### src/rtl/io_uart_tx.sv
// io_uart_tx: memory-mapped 8N1 UART transmitter on the core IO bus.
//
// A small circular FIFO takes bytes that software writes to TXDATA. A
// serializer FSM drains the FIFO onto uart_tx. Every bit lasts DIVISOR+1
// clocks, and DIVISOR is latched at the start of each frame.
//
// Ports
//   clk           core clock; all state changes on the rising edge
//   reset         asynchronous, active-high; clears all state
//   io_addr       byte address; [7:2] selects the register
//   io_en/io_we   access strobe and write enable
//   io_data_write write data
//   io_data_read  read data, combinational from io_addr (io_en is ignored)
//   uart_tx       serial line, idle high, driven from a flop
//   irq_empty     registered; high when the FIFO is empty and the FSM is idle
//
// Registers (word offsets)
//   0x00 TXDATA  W: push [7:0]; reads as 0
//   0x04 STATUS  R: [0] full [1] empty [2] busy [3] overflow [7:4] count
//                W: any value clears overflow
//   0x08 DIVISOR R/W [15:0]
module io_uart_tx #(
  parameter int          FIFO_DEPTH = 4,
  parameter logic [15:0] DIV_RESET  = 16'd867
) (
  input  logic        clk,
  input  logic        reset,
  input  logic [7:0]  io_addr,
  input  logic        io_en,
  input  logic        io_we,
  input  logic [31:0] io_data_write,
  output logic [31:0] io_data_read,
  output logic        uart_tx,
  output logic        irq_empty
);

  localparam int PW = (FIFO_DEPTH > 1) ? $clog2(FIFO_DEPTH) : 1;
  localparam int CW = PW + 1;

  typedef enum logic [1:0] {IDLE, START, DATA, STOP} state_e;

  state_e         state_q;
  logic [7:0]     shift_q;
  logic [15:0]    per_q;     // DIVISOR latched for the current frame
  logic [15:0]    cnt_q;     // clocks elapsed in the current bit
  logic [2:0]     bit_q;
  logic           tx_q;
  logic           irq_q;
  logic [15:0]    div_q;
  logic           ovf_q;

  logic [7:0]     mem_q [FIFO_DEPTH];
  logic [PW-1:0]  wr_ptr_q, rd_ptr_q;
  logic [CW-1:0]  count_q, count_d;

  logic wr_txdata, wr_status, wr_div;
  logic fifo_empty, fifo_full, period_end, pop, push_ok, ovf_set, busy;
  logic [7:0] head;
  logic [3:0] count4;

  // Bits of the bus that no register uses.
  logic unused_bits;
  assign unused_bits = ^{io_addr[1:0], io_data_write[31:16]};

  assign wr_txdata  = io_en & io_we & (io_addr[7:2] == 6'd0);
  assign wr_status  = io_en & io_we & (io_addr[7:2] == 6'd1);
  assign wr_div     = io_en & io_we & (io_addr[7:2] == 6'd2);

  assign fifo_empty = (count_q == '0);
  assign fifo_full  = (count_q == CW'(FIFO_DEPTH));
  assign period_end = (cnt_q == per_q);
  assign busy       = (state_q != IDLE);
  assign head       = mem_q[rd_ptr_q];
  assign count4     = 4'(count_q);

  // A pop is gated by non-empty, so a push into an empty FIFO is never
  // cancelled by a pop in the same cycle.
  assign pop     = !fifo_empty && ((state_q == IDLE) || (state_q == STOP && period_end));
  // A pop frees a slot in the same cycle, so a push to a full FIFO that
  // coincides with a pop is accepted.
  assign push_ok = wr_txdata && (!fifo_full || pop);
  assign ovf_set = wr_txdata && fifo_full && !pop;

  always_comb begin
    count_d = count_q;
    case ({push_ok, pop})
      2'b10:   count_d = count_q + CW'(1);
      2'b01:   count_d = count_q - CW'(1);
      default: count_d = count_q;
    endcase
  end

  // FIFO storage has no reset. The reset pointers and count make it empty.
  always_ff @(posedge clk) begin
    if (push_ok) mem_q[wr_ptr_q] <= io_data_write[7:0];
  end

  always_ff @(posedge clk or posedge reset) begin
    if (reset) begin
      wr_ptr_q <= '0;
      rd_ptr_q <= '0;
      count_q  <= '0;
      ovf_q    <= 1'b0;
      div_q    <= DIV_RESET;
    end else begin
      if (push_ok) wr_ptr_q <= wr_ptr_q + PW'(1);
      if (pop)     rd_ptr_q <= rd_ptr_q + PW'(1);
      count_q <= count_d;
      if (wr_status)    ovf_q <= 1'b0;
      else if (ovf_set) ovf_q <= 1'b1;
      if (wr_div) div_q <= io_data_write[15:0];
    end
  end

  // Serializer. uart_tx and irq_empty are registered outputs of this FSM.
  always_ff @(posedge clk or posedge reset) begin
    if (reset) begin
      state_q <= IDLE;
      shift_q <= '0;
      per_q   <= '0;
      cnt_q   <= '0;
      bit_q   <= '0;
      tx_q    <= 1'b1;
      irq_q   <= 1'b1;
    end else begin
      irq_q <= fifo_empty && (state_q == IDLE);
      case (state_q)
        IDLE: begin
          tx_q <= 1'b1;
          if (pop) begin
            shift_q <= head;
            per_q   <= div_q;
            cnt_q   <= '0;
            tx_q    <= 1'b0;
            state_q <= START;
          end
        end
        START: begin
          if (period_end) begin
            cnt_q   <= '0;
            bit_q   <= '0;
            tx_q    <= shift_q[0];
            state_q <= DATA;
          end else begin
            cnt_q <= cnt_q + 16'd1;
          end
        end
        DATA: begin
          if (period_end) begin
            cnt_q <= '0;
            if (bit_q == 3'd7) begin
              tx_q    <= 1'b1;
              state_q <= STOP;
            end else begin
              bit_q   <= bit_q + 3'd1;
              shift_q <= {1'b0, shift_q[7:1]};
              tx_q    <= shift_q[1];
            end
          end else begin
            cnt_q <= cnt_q + 16'd1;
          end
        end
        STOP: begin
          if (period_end) begin
            cnt_q <= '0;
            if (pop) begin
              // Back-to-back frame: no idle gap after the stop bit.
              shift_q <= head;
              per_q   <= div_q;
              tx_q    <= 1'b0;
              state_q <= START;
            end else begin
              tx_q    <= 1'b1;
              state_q <= IDLE;
            end
          end else begin
            cnt_q <= cnt_q + 16'd1;
          end
        end
        default: begin
          tx_q    <= 1'b1;
          state_q <= IDLE;
        end
      endcase
    end
  end

  always_comb begin
    io_data_read = '0;
    case (io_addr[7:2])
      6'd1: io_data_read[7:0] = {count4, ovf_q, busy, fifo_empty, fifo_full};
      6'd2: io_data_read[15:0] = div_q;
      default: io_data_read = '0;
    endcase
  end

  assign uart_tx   = tx_q;
  assign irq_empty = irq_q;

endmodule

### config.mk
export PLATFORM = sky130hd
export DESIGN_NAME = io_uart_tx
export DESIGN_NICKNAME = d
export VERILOG_FILES = /design/src/rtl/io_uart_tx.sv
export SDC_FILE = /design/constraint.sdc
export NUM_CORES = 1
export LEC_CHECK = 0
export CAP_MARGIN = 15
export CORE_MARGIN = 2
export CORE_UTILIZATION = 30
export DETAILED_ROUTE_END_ITERATION = 12
export GPL_ROUTABILITY_DRIVEN = 0
export PLACE_DENSITY = 0.5
export SYNTH_ARGS = -nofsm -noshare
export SYNTH_HDL_FRONTEND = slang
export SYNTH_SLANG_ARGS = --single-unit
### constraint.sdc
create_clock -name clk -period 6.5 [get_ports clk]
set_input_delay 0.65 -clock clk [delete_from_list [all_inputs] [get_ports clk]]
set_output_delay 0.65 -clock clk [all_outputs]
set_load 0.02 [all_outputs]
==> summary.md, run 1 <==
| Metric | Value |
|---|---|
| Outcome | finished clean |
| Yosys warns | 0 |
| Reg power frac | 0.409 |
| Largest net degree at the start of global routing | roughly 70 |
| Final Cycle Share | 0.637 |
| Setup TNS | 0 ns |
| Chip Height | between 100 and 150 µm |
| Hold Violations, Final | 0 |
| Gr busiest metal | met2 |
| Post-Syn Instances | around 400 |
| Post-Place Cells | approximately 650 |
| CTS Hold Bufs | 0 |
| Fin crit period | 4.14 ns |
| Post_cts resized | 0 |
| Ys flop type | dfrtp_1 |
| WP data arrival | 3.49 ns |
| Gate power share | 0.331 |
| Final Instance Area | ~5900 µm² |
| Max VDD drop | 0.131 mV |
| Setup slack at placement | about 2.4 ns |
| Max_slew headroom | 0.377 |
| Final net count | between 400 and 500 |
| N_diodes | 0 |
| GR Util All Layers | 0.123 |
| DR WL/cell | about 15 µm |
| Met2 Use GR | 0.180 |
| Net Sw Power | around 0.74 mW |
| Die W | around 130 µm |
| Register bit total from synthesis | approximately 100 |
| Num Clock Sinks | 103 |
| Drc violations | 0 |
| CTS Buffer Depth | 2 |
| CP required | roughly 5.9 ns |
| Area growth, synth to finish | 18.2% |
| Number of DRC markers in iteration 0 | ~150 |
| Sequential area share after synthesis | 0.547 |
| CP endpoint kind | output pin |
| Synth top area share | 0.314 |
| CTS Buf Count | 9 |
| Final ANT Viol Nets | 0 |
| IO Pins | ~80 |
| Core Rows | 47 |
| Largest cells by area after synthesis | dfrtp_1 31%, edfxtp_1 19%, mux2_2 5.6%, dfstp_2 4.2%, xnor2_1 4.2% |
| Startpoint class of the critical path | primary input |
| Vias in the first global route | approximately 3.2k |
| Clock power share | 0.260 |
| Finish-stage setup viols | 0 |
| Top-count cell post-synth | dfrtp_1 |
| Ys async rst share | 0.689 |
| Switching share of power | 0.341 |
| Post-synth top cells | 63 x dfrtp_1, 32 x edfxtp_1, 30 x nand2_1 |
| Worst Clk Skew | between 0.007 and 0.008 ns |
| M3 GR Usage | 0.0278 |
| Highest Clock Rate | 241 MHz |
| Slew of the pin with the lowest slew margin | ~0.93 ns |
| Worst Hold Class | reg -> reg |
| Root Driver | clkbuf_16 |
| Pint | 1.43 mW |
| Pleak | ~2.4 nW |
| Htree depth | 3 |
| Maximum Capacitance Violations | 0 |
| CTS tree | built |
| Final setup margin | 2.36 ns |
| Setup bufs post-CTS | 0 |
| Post-synth EDFFs | 32 |
| Largest area contributor in the netlist | dfrtp_1 |
| Mapped Area | around 5000 µm² |
| GRT Residual Overflow | 0 |
| Clk_lat worst skew | 0.35 ns |
| DRT Wirelength | ~10000 µm |
| Core area | around 16000 µm² |
| Final non-filler cell total | ~670 |
| Crit Path Category | in -> out |
| Mean Syn Cell Area | 12.5 µm² |
| Initial antenna violation count | 0 |
| M1 GR Usage | 0.178 |
| Via count | roughly 3.2k |
| CTS clk-pin slew, worst paths | ~0.07 ns |
| Placed cell areas | 5610 µm² |
| Yosys cell types | 54 |
| Dpl hpwl | 7150 µm |
| Drt pass-1 iters | 6 |
| Layout cell share with drive strength beyond 1 | 0.192 |
| Final Max Tran Viols | 0 |
| Die ar. | ~18000 µm² |
| IO buf count | 43 |
| Worst hold margin | 0.497 ns |
| Starting Density | 0.305 |
| Drt via density | about 4.7 |
| Power Dens Cells | approximately 370 nW/µm² |
| CP max FO | 9 |
| First-pass GRT wire length | about 17000 µm |
| Unrepaired setup endpoints after global routing | false |
==> through the flow <==
stage | util | power, mW
after global placement | 0.341 | 1.60
after CTS | 0.360 | 2.19
after floorplan | - | 1.45
final | 0.360 | 2.17
after detailed placement | 0.341 | 1.62
after global routing | 0.360 | 2.32
==> final timing paths <==
kind / from / end / slack, ns / cells past startpoint
worst min register to register: shift_q[6]$_DFFE_PP0P_ / shift_q[6]$_DFFE_PP0P_ / 0.50 / 1
worst max register to register: cnt_q[14]$_DFFE_PP0P_ / count_q[2]$_DFFE_PP0P_ / 3.41 / 11
max in group asynchronous: reset / div_q[2]$_DFFE_PP0P_ / 5.00 / 3
min in group asynchronous: reset / cnt_q[12]$_DFFE_PP0P_ / 0.89 / 3
worst max-delay path: io_addr[5] / io_data_read[13] / 2.36 / 6
worst min-delay path: shift_q[6]$_DFFE_PP0P_ / shift_q[6]$_DFFE_PP0P_ / 0.50 / 1
==> power by group through the flow <==
stage	sequential, mW	combinational, mW	clock [mW]
3_5_place_dp	0.900	0.723	0
2_1_floorplan	0.844	0.606	0
3_3_place_gp	0.896	0.701	0
4_1_cts	0.888	0.723	0.581
6_report	0.886	0.718	0.564
5_1_grt	0.904	0.804	0.613
==> critical path: stages <==
cell	delay [ns]
clkdlybuf4s50_1	0.39
or4_1	0.60
nor3b_1	0.79
buf_4	0.29
and2_1	0.14
clkdlybuf4s50_1	0.62
==> layer usage <==
metal	share of wire	routed length, µm
met5	0	0
met4	0.014	144
met3	0.030	306
met2	0.45	4590
met1	0.51	5190
==> cell families after synthesis <==
kind of cell / count (synthesis) / share of synthesized area
other: 1 / 0.000747
adder cells (fa/ha/maj): 12 / 0.0314
flip-flops: 103 / 0.547
buffers and inverters: 43 / 0.0476
AND/OR/NAND/NOR: 109 / 0.114
AO/OA/AOI/OAI: 63 / 0.0865
multiplexers: 46 / 0.129
XOR/XNOR: 25 / 0.0436
==> sequential cells by signal, indices dropped and copies added, names as in the netlist <==
register,count
mem_q,32
cnt_q,16
div_q,16
per_q,16
shift_q,8
bit_q,3
count_q,3
rd_ptr_q,2
state_q,2
wr_ptr_q,2
irq_empty,1
ovf_q,1
uart_tx,1
==> cell usage in the layout (no fill, tap or decap), types with 6 or more instances in the layout <==
cell             instances
dfrtp_1                 63
clkdlybuf4s50_1         43
edfxtp_1                32
nand2_1                 30
o21ai_0                 28
mux2_2                  25
xnor2_1                 24
conb_1                  16
and2_1                  14
nor2_1                  14
nor3_1                  12
ha_1                    11
a22o_1                  10
mux2_4                  10
inv_1                    9
clkbuf_16                9
mux4_2                   8
dfstp_2                  8
nand3_1                  7
nand4_1                  6
==> layout make-up <==
cell class / instances / area (µm²)
inverters: 10 / 37.5
well taps: 220 / 275
clock inverters: 7 / 87.6
flip-flops and latches: 103 / 2750
repair buffers: 48 / 468
multi-input cells: 271 / 2090
clock buffers: 9 / 225
fillers: 1637 / 10500
No activity file was read; power rests on OpenSTA's default activity.
==> run 2, diff against run 1 <==
Clock period 6.5 ns to 4.3 ns, I/O delays scaled along.
==> summary.md, run 2 (same netlist as run 1, synthesis figures left out) <==
| Metric | Value |
|---|---|
| Largest net degree at the start of global routing | 43 (-40%) |
| Unrepaired setup endpoints after global routing | false |
| CTS Buf Count | 9 (unchanged) |
| Die W | 133 µm (unchanged) |
| Maximum Capacitance Violations | 0 (unchanged) |
| Hold Violations, Final | 0 (unchanged) |
| CP required | 3.87 ns (-1.98 ns) |
| Layout cell share with drive strength beyond 1 | 0.192 (unchanged) |
| Htree depth | 3 (unchanged) |
| Dpl hpwl | 7270 µm (+1.6%) |
| Final ANT Viol Nets | 0 (unchanged) |
| Slew of the pin with the lowest slew margin | 0.896 ns (-0.0367 ns) |
| Reg with most FFs | mem_q |
| Worst Hold Class | in -> async |
| CP endpoint kind | output pin |
| IO buf count | 43 (unchanged) |
| IO Pins | 78 (unchanged) |
| Num Clock Sinks | 103 (unchanged) |
| Highest Clock Rate | between 200 and 300 MHz |
| Clk_lat worst skew | 0.34 ns (about the same) |
| Reg2reg setup slack | 1.01 ns (-2.40 ns) |
| Final Max Tran Viols | 0 (unchanged) |
| R2r endpoint | count_q[2]$_DFFE_PP0P_ |
| Drc violations | 0 (unchanged) |
| CTS clk-pin slew, worst paths | 0.07 ns (about the same) |
| Commonest non-fill, non-tap cell in the layout | dfrtp_1 |
| CTS tree | built |
| Fin crit period | between 3 and 4 ns |
| CTS Buffer Depth | 2 (unchanged) |
| Chip Height | 133 µm (unchanged) |
| N_diodes | 0 (unchanged) |
| Worst Setup SP | io_addr[5] |
| Vias in the first global route | 3186 (-0.78%) |
| Crit path capture | io_data_read[1] |
| Final net count | 499 (unchanged) |
| Worst Clk Skew | 0.00674 ns (-0.00110 ns) |
| Final non-filler cell total | 668 (unchanged) |
| Setup TNS | 0 ns (unchanged) |
| Outcome | finished clean |
| Max VDD drop | 0.242 mV (+85%) |
| Core Rows | 47 (unchanged) |
| WP data arrival | 2.99 ns (-0.50 ns) |
| Max_slew headroom | 0.402 (+0.0258) |
| CP max FO | 5 (-4) |
| Finish-stage setup viols | 0 (unchanged) |
| Final Cycle Share | 0.796 |
| Post-Place Cells | 651 (unchanged) |
| Via count | 3187 (+0.70%) |
| Die ar. | 17800 µm² (unchanged) |
| Worst Reg-to-Reg Cells | 10 (-1) |
| Core area | 16500 µm² (unchanged) |
| Initial antenna violation count | 0 (unchanged) |
| Drt via density | 4.77 (+0.70%) |
| DR WL/cell | 15.4 µm (+0.78%) |
| GRT Residual Overflow | 0 (unchanged) |
| Number of DRC markers in iteration 0 | 158 (+6.8%) |
| Starting Density | 0.305 (unchanged) |
| GR Util All Layers | 0.123 (+0.000509) |
| Pleak | 2.37 nW (+0.55%) |
| Area growth, synth to finish | 18.7% |
| Worst reg2reg path startpoint | cnt_q[14]$_DFFE_PP0P_ |
| First-pass GRT wire length | 17100 µm (-0.16%) |
| Root Driver | clkbuf_16 |
| Drt pass-1 iters | 4 (-2) |
| Post_cts resized | 0 (unchanged) |
| Startpoint class of the critical path | primary input |
| Setup bufs post-CTS | 0 (unchanged) |
| Max reg flops | 32 (unchanged) |
| Commonest non-fill, non-tap cells in the layout | 63 x dfrtp_1, 43 x clkdlybuf4s50_1, 32 x edfxtp_1, 30 x nand2_1, 28 x o21ai_0 |
| DRT Wirelength | 10300 µm (+0.78%) |
| CTS Hold Bufs | 0 (unchanged) |
| Power Dens Cells | 563 nW/µm² (+54%) |
| Crit Path Category | in -> out |
[run 2: critical path: stages]
cell and delay [ns]:
clkdlybuf4s50_1 0.40, or4_1 0.60, nor3b_1 0.45, inv_1 0.16, o21ai_0 0.29, clkdlybuf4s50_1 0.67
[run 2: report_power, final]
part / internal [mW] / leakage [nW] / switching, mW / total, mW
clock network: 0.526 / 0.166 / 0.385 / 0.910
logic: 0.535 / 1.01 / 0.565 / 1.10
registers: 1.17 / 1.19 / 0.175 / 1.34
[run 2: routing by layer]
metal | wire (µm) | GRT usage | vias to the layer above
met3 | 371 | 0.0255 | 6
met1 | 5140 | 0.180 | 1592
li1 | - | - | 1508
met2 | 4680 | 0.181 | 81
met5 | 0 | 0 | -
met4 | 123 | 0.0437 | 0
[run 2: stage by stage]
step	hold slack, ns	setup slack, ns	utilization	instance area [µm²]	power, mW
after floorplan	0.457	1.72	-	5070	2.19
final	0.487	0.878	0.362	5960	3.35
after CTS	0.503	0.903	0.361	5950	3.37
after global placement	0.471	0.940	0.341	5610	2.42
after global routing	0.532	0.721	0.362	5960	3.58
after detailed placement	0.477	0.943	0.341	5610	2.46
[run 2: area by class of cell]
| type | count | area, µm² |
|---|---|---|
| fillers | 1612 | 10500 |
| repair buffers | 48 | 472 |
| well taps | 220 | 275 |
| inverters | 10 | 37.5 |
| multi-input cells | 271 | 2090 |
| clock buffers | 9 | 225 |
| flip-flops and latches | 103 | 2750 |
| clock inverters | 7 | 111 |
[run 2: worst min-delay path by stage]
| stage | slack (ns) | end | cells after the start | start |
|---|---|---|---|---|
| floorplan | 0.46 | shift_q[6]$_DFFE_PP0P_ | 1 | shift_q[6]$_DFFE_PP0P_ |
| global placement | 0.47 | shift_q[6]$_DFFE_PP0P_ | 1 | shift_q[6]$_DFFE_PP0P_ |
| detailed placement | 0.48 | shift_q[6]$_DFFE_PP0P_ | 1 | shift_q[6]$_DFFE_PP0P_ |
| CTS | 0.50 | cnt_q[14]$_DFFE_PP0P_ | 2 | reset |
| global route | 0.53 | shift_q[6]$_DFFE_PP0P_ | 1 | shift_q[6]$_DFFE_PP0P_ |
| finish | 0.49 | cnt_q[14]$_DFFE_PP0P_ | 2 | reset |
